==> config.mk <==
export PLATFORM = sky130hd
export DESIGN_NAME = pc_sequencer
export DESIGN_NICKNAME = d
export VERILOG_FILES = /design/src/rtl/pc_sequencer.sv
export SDC_FILE = /design/constraint.sdc
export NUM_CORES = 1
export LEC_CHECK = 0
export CORE_ASPECT_RATIO = 1.75
export CORE_MARGIN = 2
export CORE_UTILIZATION = 30
export DETAILED_ROUTE_END_ITERATION = 8
export PLACE_DENSITY = 0.58
export REMOVE_ABC_BUFFERS = 1
export SLEW_MARGIN = 20
export SYNTH_ARGS = -nofsm -noshare
export SYNTH_HDL_FRONTEND = slang
export SYNTH_SLANG_ARGS = --single-unit
==> constraint.sdc <==
create_clock -name clk -period 2.88 [get_ports clk]
set_input_delay 0.72 -clock clk [delete_from_list [all_inputs] [get_ports clk]]
set_output_delay 0.72 -clock clk [all_outputs]
set_load 0.05 [all_outputs]
==> src/rtl/pc_sequencer.sv <==
// Program-counter sequencer: fixed-priority next-PC select with RUN/HALT FSM.
// Optional return stack built only when PC_SEQ_RETURN_STACK_EN is defined.
module pc_sequencer #(
    parameter int                 WIDTH        = 8,
    parameter logic [WIDTH-1:0]   RESET_VECTOR = '0,
    parameter int                 STACK_DEPTH  = 4
) (
    input  logic             clk,
    input  logic             reset,
    input  logic             stall,
    input  logic             halt,
    input  logic             resume,
    input  logic             branch_taken,
    input  logic [WIDTH-1:0] branch_offset,
    input  logic             jump,
    input  logic [WIDTH-1:0] jump_target,
    input  logic             call,
    input  logic             ret,
    output logic [WIDTH-1:0] pc,
    output logic [WIDTH-1:0] pc_next,
    output logic             halted,
    output logic             stack_err
);

    typedef enum logic {S_RUN, S_HALT} state_t;

    localparam logic [WIDTH-1:0] ONE = 1;

    state_t           r_state;
    state_t           w_state_next;
    logic [WIDTH-1:0] r_pc;
    logic [WIDTH-1:0] w_pc_next;
    logic [WIDTH-1:0] w_pc_inc;

    assign w_pc_inc = r_pc + ONE;

`ifdef PC_SEQ_RETURN_STACK_EN
    localparam int AW = $clog2(STACK_DEPTH);
    localparam int CW = AW + 1;
    localparam logic [CW-1:0] DEPTH_C = CW'(STACK_DEPTH);
    localparam logic [AW-1:0] ONE_A   = 1;

    logic [WIDTH-1:0] r_stack [STACK_DEPTH];
    logic [CW-1:0]    r_count;
    logic             r_stack_err;
    logic             w_push;
    logic             w_pop;
    logic             w_err_set;
    logic [AW-1:0]    w_top_idx;

    assign w_top_idx = r_count[AW-1:0] - ONE_A;
`endif

    always_comb begin
        w_state_next = r_state;
        w_pc_next    = r_pc;
`ifdef PC_SEQ_RETURN_STACK_EN
        w_push       = 1'b0;
        w_pop        = 1'b0;
        w_err_set    = 1'b0;
`endif
        case (r_state)
            S_RUN: begin
                if (halt) begin
                    w_state_next = S_HALT;
                end else if (stall) begin
                    w_pc_next = r_pc;
                end else if (ret) begin
`ifdef PC_SEQ_RETURN_STACK_EN
                    if (r_count != '0) begin
                        w_pop     = 1'b1;
                        w_pc_next = r_stack[w_top_idx];
                    end else begin
                        w_err_set = 1'b1;
                        w_pc_next = w_pc_inc;
                    end
`else
                    w_pc_next = w_pc_inc;
`endif
                end else if (call) begin
`ifdef PC_SEQ_RETURN_STACK_EN
                    if (r_count == DEPTH_C) begin
                        w_err_set = 1'b1;
                    end else begin
                        w_push = 1'b1;
                    end
`endif
                    w_pc_next = jump_target;
                end else if (jump) begin
                    w_pc_next = jump_target;
                end else if (branch_taken) begin
                    w_pc_next = r_pc + branch_offset;
                end else begin
                    w_pc_next = w_pc_inc;
                end
            end
            S_HALT: begin
                if (resume && !halt) begin
                    w_state_next = S_RUN;
                end
            end
            default: w_state_next = S_RUN;
        endcase
    end

    always_ff @(posedge clk) begin
        if (reset) begin
            r_state <= S_RUN;
            r_pc    <= RESET_VECTOR;
        end else begin
            r_state <= w_state_next;
            r_pc    <= w_pc_next;
        end
    end

`ifdef PC_SEQ_RETURN_STACK_EN
    always_ff @(posedge clk) begin
        if (reset) begin
            r_count     <= '0;
            r_stack_err <= 1'b0;
        end else begin
            if (w_push) begin
                r_count <= r_count + 1'b1;
            end else if (w_pop) begin
                r_count <= r_count - 1'b1;
            end
            if (w_err_set) begin
                r_stack_err <= 1'b1;
            end
        end
    end

    // Storage needs no reset: entries are only read below r_count.
    always_ff @(posedge clk) begin
        if (w_push && !reset) begin
            r_stack[r_count[AW-1:0]] <= w_pc_inc;
        end
    end

    assign stack_err = r_stack_err;
`else
    assign stack_err = 1'b0;
`endif

    assign pc      = r_pc;
    assign pc_next = w_pc_next;
    assign halted  = (r_state == S_HALT);

endmodule
==> impl_metrics.yaml, run 1 <==
status:
  status: "finished, violations left"
  violations: "negative setup slack"
logic_synthesis:
  synth_top_cells_by_count: "16 x a21oi_1, 14 x nand2_1, 9 x dfxtp_1, 9 x o21ai_0, 8 x ha_1"
  ys_seq_elements: 9
  ys_types: 49
  synth_flop_cell: "dfxtp_1"
  synth_area_leaders: "dfxtp_1 17%, ha_1 9.4%, a21oi_1 7.5%"
  yosysMostFrequentCell: "a21oi_1"
  synthCells: 143
  avgSynthCellArea_um2: 7.45
  synth_edf_count: 0
  ys_warn_count: 0
  synth_top_area_share_pct: 16.9
  seq_area_frac_synth_pct: 16.9
  yosysTopAreaCell: "dfxtp_1"
  async_reset_ff_share_pct: 0
  syn_area_mm2: 0.00106
route:
  num_vias: 1466
  ant_nets: 0
  totalWireLength_um: 4170
  remaining_drc_errors: 0
  routedWlPerCell_um: 15.1
  first_pass_iters: 4
  drtIter0Drc: 28
  avgViaCountPerCell: 5.33
cts:
  cts_hold_buf: 0
  clk_pin_slew_ns: 0.05
  cts_root_buf: "clkbuf_8"
  cts-htree-levels: 1
  cts_sinks: 9
  numCtsBuffers: 3
  clk_latency_ns: 0.24
  cts_tree: "done"
  cts_buffer_depth: 2
place:
  io_buffers: 41
  dp.cells: 265
  place_hpwl_um: 3180
  gp_congestion: 0.897
power:
  vdd.ir_drop.worst_mv: 0.270
  power_density_mw_per_mm2: 268
  leakage_nw: 0.892
global_routing:
  grt_max_degree: 10
  grt_pass1_wl_um: 6900
  grt_pass1_vias: 1612
  grt_usage_pct: 21.2
  grt_overflow: 0
  grt_antenna_before_repair: 0
setup_path:
  slowest_delay_ns: 0.40
  crit-reg2reg-launch: "pc[0]"
  critPathMaxFanout: 2
  crit_type: "in -> out"
  crit_family: "adder cells"
  r2r_cells: 11
  path_depth: 11
  cp_slowest_cell: "fa_2"
  path_cells: "buf_6, ha_4, inv_2, fa_2, nor2b_2, o31a_1, buf_6, a211oi_2, o211ai_1, nand2_1, buf_12"
  cp-end-kind: "output port"
  crit_required_ns: 2.16
  cp_common_cell: "buf_6"
  arrival_ns: 2.38
  cp_num_buf_inv: 4
  start_kind: "input port"
  startpoint: "branch_offset[0]"
final_layout:
  antenna_cells: 0
  final_util_pct: 66.5
  layout-drive-gt1-share_pct: 48.3
  multi_input_area_mm2: 0.00112
  final_cells: 275
  nets: 265
  regArea_um2: 180
  area_delta_synth_final_pct: 112
  nFillCells: 299
worst_hold_path:
  worst_hold_path_type: "reg -> reg"
  hold_path_startpoint: "halted"
  min_path_cells: 2
die:
  core_mm2: 0.00340
  start_util_pct: 31.3
  die_y_um: 82.8
  ios: 43
  die_w_um: 49.0
  die_area_mm2: 0.00406
  rows: 28
sta:
  setup_violations: 6
  min_period_over_period_pct: 108
  skew_ns: 0.00426
  finalHoldViolCount: 0
  fmax_ghz: 0.322
  tightest_slew_ns: 0.497
  rsz0062_at_grt: "true"
  maxSlewHeadroom_pct: 66.7
  min_period_ns: 3.10
  setup_ws_ns: -0.224
  finalMaxSlewViolations: 0
job:
  cap_viol_max_count: 0
[state kept, by name, indices dropped and copies added, names as in the netlist]
name and flops:
pc 8, halted 1
[layout by cell type, fill, tap and decap left out, drive strengths merged, types with 2 or more instances in the layout]
| master | n |
|---|---|
| a211oi | 5 |
| nor3 | 5 |
| o31ai | 2 |
| o21ai | 9 |
| nor2b | 3 |
| nor2 | 8 |
| nand3 | 8 |
| clkbuf | 7 |
| o31a | 2 |
| xnor2 | 2 |
| a21o | 5 |
| nand2 | 14 |
| o22ai | 2 |
| clkdlybuf4s50 | 21 |
| dlygate4sd2 | 5 |
| buf | 59 |
| or3 | 2 |
| dfxtp | 9 |
| inv | 7 |
| a21oi | 18 |
| or2 | 3 |
| o21bai | 2 |
| xor2 | 2 |
| a221oi | 3 |
| o211ai | 2 |
| ha | 8 |
[final cells by class]
class | instances | area share (%)
clock buffers | 4 | 1.99
repair buffers | 89 | 36.9
flip-flops and latches | 9 | 7.97
well taps | 45 | 2.49
multi-input cells | 121 | 49.5
inverters | 7 | 1.16
[metrics by stage]
| stage | TNS (ns) | total power [W] | hold WS (ns) | setup WS [ns] | area [um^2] |
|---|---|---|---|---|---|
| floorplan | -3.74 | 0.000257 | 0.755 | -0.863 | 1030 |
| global placement | -4.03 | 0.000399 | 0.527 | -0.639 | 1900 |
| detailed placement | -4.29 | 0.000403 | 0.536 | -0.699 | 1900 |
| CTS | -1.18 | 0.000583 | 0.549 | -0.292 | 2150 |
| global route | -1.37 | 0.000632 | 0.571 | -0.316 | 2260 |
| finish | -0.891 | 0.000606 | 0.552 | -0.224 | 2260 |
[worst min-delay path: cells and delay by family (launching register included)]
kind | cells | cell delay [ns]
flip-flops | 1 | 0.33
AND/OR/NAND/NOR | 1 | 0.05
AO/OA/AOI/OAI | 1 | 0.13
[routing by layer]
metal	GRT usage, %	vias up	share of wire (%)
li1	-	711	-
met1	20.6	702	35
met2	41.0	41	59
met3	3.06	12	4.0
met4	11.4	0	2.4
met5	0	-	0
[cell families after synthesis]
| kind of cell | synth area share (%) |
|---|---|
| other cells | 0.352 |
| compound gates | 38.0 |
| fa+ha+maj | 11.3 |
| buf+inv | 5.29 |
| flops | 16.9 |
| xor+xnor | 3.29 |
| mux | 0.940 |
| simple gates | 24.0 |
[worst paths after layout]
check	slack (ns)	to
worst min register to register	0.55	halted
worst max-delay path	-0.22	pc_next[4]
worst max register to register	0.74	pc[6]
worst min-delay path	0.55	halted
[timing repair]
action,in CTS,in global routing
pin swaps,20,31
setup endpoints to repair,8,8
endpoints found under the hold margin,0,0
gates resized for setup,57,29
setup buffers,5,1
[power by group]
| group | total [W] | internal [W] | switching, W |
|---|---|---|---|
| combinational | 0.000316 | 0.000156 | 0.000160 |
| sequential | 0.000137 | 0.000130 | 0.00000694 |
| clock | 0.000152 | 0.0000970 | 0.0000553 |
(Power assumes the default switching activity.)
==> run 2, diff against run 1 <==
- CORE_UTILIZATION: 30 -> 43
- PLACE_DENSITY: 0.58 -> 0.79
==> run 2 against run 1 <==
  * The run now fails in clock tree synthesis (4_1_cts)
  * Area after synthesis unchanged
  * Synthesized cell count is the same
==> impl_metrics.yaml, run 2 <==
status:
  status: "aborted with a tool error"
  haltStage: "clock tree synthesis (4_1_cts)"
  toolErrorMsg: "[ERROR DPL-0033] detailed placement checks failed during check placement."
logic_synthesis:
  synth_area_leaders: "dfxtp_1 17%, ha_1 9.4%, a21oi_1 7.5%"
  synth_compound_area_share_pct: 38.0
  synth_top_cells_by_count: "16 x a21oi_1, 14 x nand2_1, 9 x dfxtp_1, 9 x o21ai_0, 8 x ha_1"
  yosysTopAreaCell: "dfxtp_1"
  syn_area_mm2: 0.00106
  synthAdderAreaFrac_pct: 11.3
  synth_xor_area_share_pct: 3.29
  yosysMostFrequentCell: "a21oi_1"
  synth.area.mux_share_pct: 0.940
  synth_top_family_by_area: "compound AO/OA/AOI/OAI gates"
  synth_edf_count: 0
  seq_area_frac_synth_pct: 16.9
  synth_flop_cell: "dfxtp_1"
  synth_top_area_share_pct: 16.9
  async_reset_ff_share_pct: 0
  ys_seq_elements: 9
  synth-simple-area-share_pct: 24.0
  ys_warn_count: 0
  synthCells: 143
  ys_types: 49
  avgSynthCellArea_um2: 7.45
cts:
  cts_hold_buf: 0
  cts_sinks: 9
  cts-htree-levels: 1
  numCtsBuffers: 3
  cts_setup_buffers: 14
  cts_buffer_depth: 2
  cts_root_buf: "clkbuf_8"
  cts_resized: 74
die:
  die_y_um: 69.8
  die_w_um: 41.6
  rows: 23
  ios: 43
  start_util_pct: 45.7
place:
  placed_area_mm2: 0.00186
  gp_congestion: 0.908
  place_hpwl_um: 3100
  io_buffers: 41
-- run 2: cell counts after synthesis --
Identical to the previous run, type by type.
-- run 2: kinds of logic after synthesis --
group	Yosys count
AO/OA/AOI/OAI	58
AND/OR/NAND/NOR	48
buffers and inverters	13
adder cells (fa/ha/maj)	9
flip-flops	9
XOR/XNOR	4
other	1
multiplexers	1
-- run 2: per-stage QoR --
step                      setup slack (ns)  std cells  hold slack [ns]
after floorplan                     -0.863        137            0.755
after global placement              -0.628        243            0.527
after detailed placement            -0.675        243            0.548
==> run 3, diff against run 2 <==
- CORE_AREA: unset -> 2 2 63 65
- CORE_ASPECT_RATIO: 1.75 -> unset
- CORE_MARGIN: 2 -> unset
- CORE_UTILIZATION: 43 -> unset
- DIE_AREA: unset -> 0 0 65 67
- PLACE_DENSITY: 0.79 -> unset
- PLACE_DENSITY_LB_ADDON: unset -> 0.15
==> run 3 against run 2 <==
  * The flow now finishes, with violations (negative setup slack)
==> impl_metrics.yaml, run 3 (synthesis gave the netlist of run 1 again) <==
status:
  status: "finished, violations left"
  violations: "negative setup slack"
final_layout:
  area_delta_synth_final_pct: 120
  final_cell_mix: "52 x buf_4, 19 x clkdlybuf4s50_1, 13 x nand2_1"
  final_util_pct: 65.1
  nFillCells: 289
  mostFrequentLayoutCell: "buf_4"
  layout-drive-gt1-share_pct: 52.1
  antenna_cells: 0
  largest_reg_flops: 8
  nets: 273
  final_cells: 286
sta:
  setup_ws_ns: -0.149
  setup_tns_ns: -0.615
  skew_ns: 0.00562
  finalHoldViolCount: 0
  rsz0062_at_grt: "true"
  fmax_ghz: 0.330
  tightest_slew_ns: 0.498
  whs_ns: 0.567
  maxSlewHeadroom_pct: 66.7
  setup_violations: 6
  min_period_ns: 3.03
  min_period_over_period_pct: 105
  finalMaxSlewViolations: 0
cts:
  cts_root_buf: "clkbuf_8"
  cts_tree: "done"
  cts_buffer_depth: 2
  clk_pin_slew_ns: 0.05
  clk_latency_ns: 0.25
  numCtsBuffers: 3
  cts-htree-levels: 1
  cts_sinks: 9
power:
  power_density_mw_per_mm2: 267
  leakage_nw: 0.948
  vdd.ir_drop.worst_mv: 0.142
die:
  start_util_pct: 29.5
  die_w_um: 65
  die_area_mm2: 0.00436
  die_y_um: 67
  rows: 22
  ios: 43
  core_mm2: 0.00361
setup_path:
  cp-end-kind: "output port"
  crit-reg2reg-launch: "pc[2]"
  regToRegSetupSlack_ns: 0.77
  timing.rr.end: "pc[7]"
  startpoint: "branch_offset[0]"
  arrival_ns: 2.31
  crit_required_ns: 2.16
  critPathMaxFanout: 2
  crit_type: "in -> out"
  start_kind: "input port"
  r2r_cells: 9
route:
  avgViaCountPerCell: 5.07
  totalWireLength_um: 4390
  remaining_drc_errors: 0
  num_vias: 1449
  drtIter0Drc: 34
  first_pass_iters: 4
  ant_nets: 0
  routedWlPerCell_um: 15.3
place:
  gp_congestion: 0.833
  io_buffers: 41
  place_hpwl_um: 3150
  dp.cells: 267
global_routing:
  grt_pass1_vias: 1526
  grt_overflow: 0
  grt_pass1_wl_um: 7070
  grt_antenna_before_repair: 0
  grt_usage_pct: 21.4
  grt_max_degree: 10
worst_hold_path:
  hold_path_startpoint: "halted"
  min_path_cells: 2
  holdPathEnd: "halted"
  worst_hold_path_type: "reg -> reg"
job:
  cap_viol_max_count: 0
run 3: power breakdown:
part | leakage [nW] | internal (W) | switching, W
Combinational | 0.851 | 0.000164 | 0.000163
Sequential | 0.0739 | 0.000130 | 0.00000695
Clock | 0.0228 | 0.0000977 | 0.0000653
Total | 0.948 | 0.000392 | 0.000236
run 3: through the flow:
| stage | instance area (um^2) | setup slack, ns | power (W) |
|---|---|---|---|
| finish | 2350 | -0.149 | 0.000627 |
| global route | 2350 | -0.234 | 0.000656 |
| CTS | 2270 | -0.151 | 0.000615 |
| detailed placement | 1890 | -0.706 | 0.000403 |
| global placement | 1890 | -0.693 | 0.000399 |
| floorplan | 1030 | -0.863 | 0.000257 |
run 3: timing repair:
action | 4_1_cts | 5_1_grt
pin swaps | 35 | 19
setup endpoints to repair | 8 | 8
hold buffers | 0 | 0
setup buffers | 10 | 6
resized for setup | 87 | 11
run 3: worst max-delay path by stage:
| stage | end | slack, ns | cells past startpoint |
|---|---|---|---|
| floorplan | pc_next[1] | -0.86 | 7 |
| global placement | pc_next[1] | -0.69 | 10 |
| detailed placement | pc_next[1] | -0.71 | 10 |
| CTS | pc_next[6] | -0.15 | 10 |
| global route | pc_next[1] | -0.23 | 10 |
| finish | pc_next[1] | -0.15 | 10 |
run 3: layer usage:
| layer | routed length, um | up-vias | GRT usage, % | part of all wire [%] |
|---|---|---|---|---|
| met5 | 0 | - | 0 | 0 |
| met4 | 77 | 0 | 6.65 | 1.8 |
| met3 | 133 | 9 | 2.70 | 3.0 |
| met2 | 2250 | 38 | 38.7 | 51 |
| met1 | 1920 | 678 | 26.2 | 44 |
| li1 | - | 724 | - | - |
run 3: final cells by class:
cell class | count | area (um^2) | area share, %
Sequential cell | 9 | 181 | 7.73
Tap cell | 48 | 60.1 | 2.56
Timing Repair Buffer | 97 | 911 | 38.8
Multi-Input combinational cell | 121 | 1120 | 47.8
Clock buffer | 4 | 45.0 | 1.92
Inverter | 7 | 26.3 | 1.12
run 3: worst max-delay path, cell delays in order:
cell and delay, ns:
buf_6 0.09, ha_4 0.15, inv_2 0.06, fa_2 0.46, nor4b_4 0.26, a21oi_2 0.06, a2bb2oi_2 0.13, o21ai_1 0.11
buf_4 0.14, buf_12 0.13
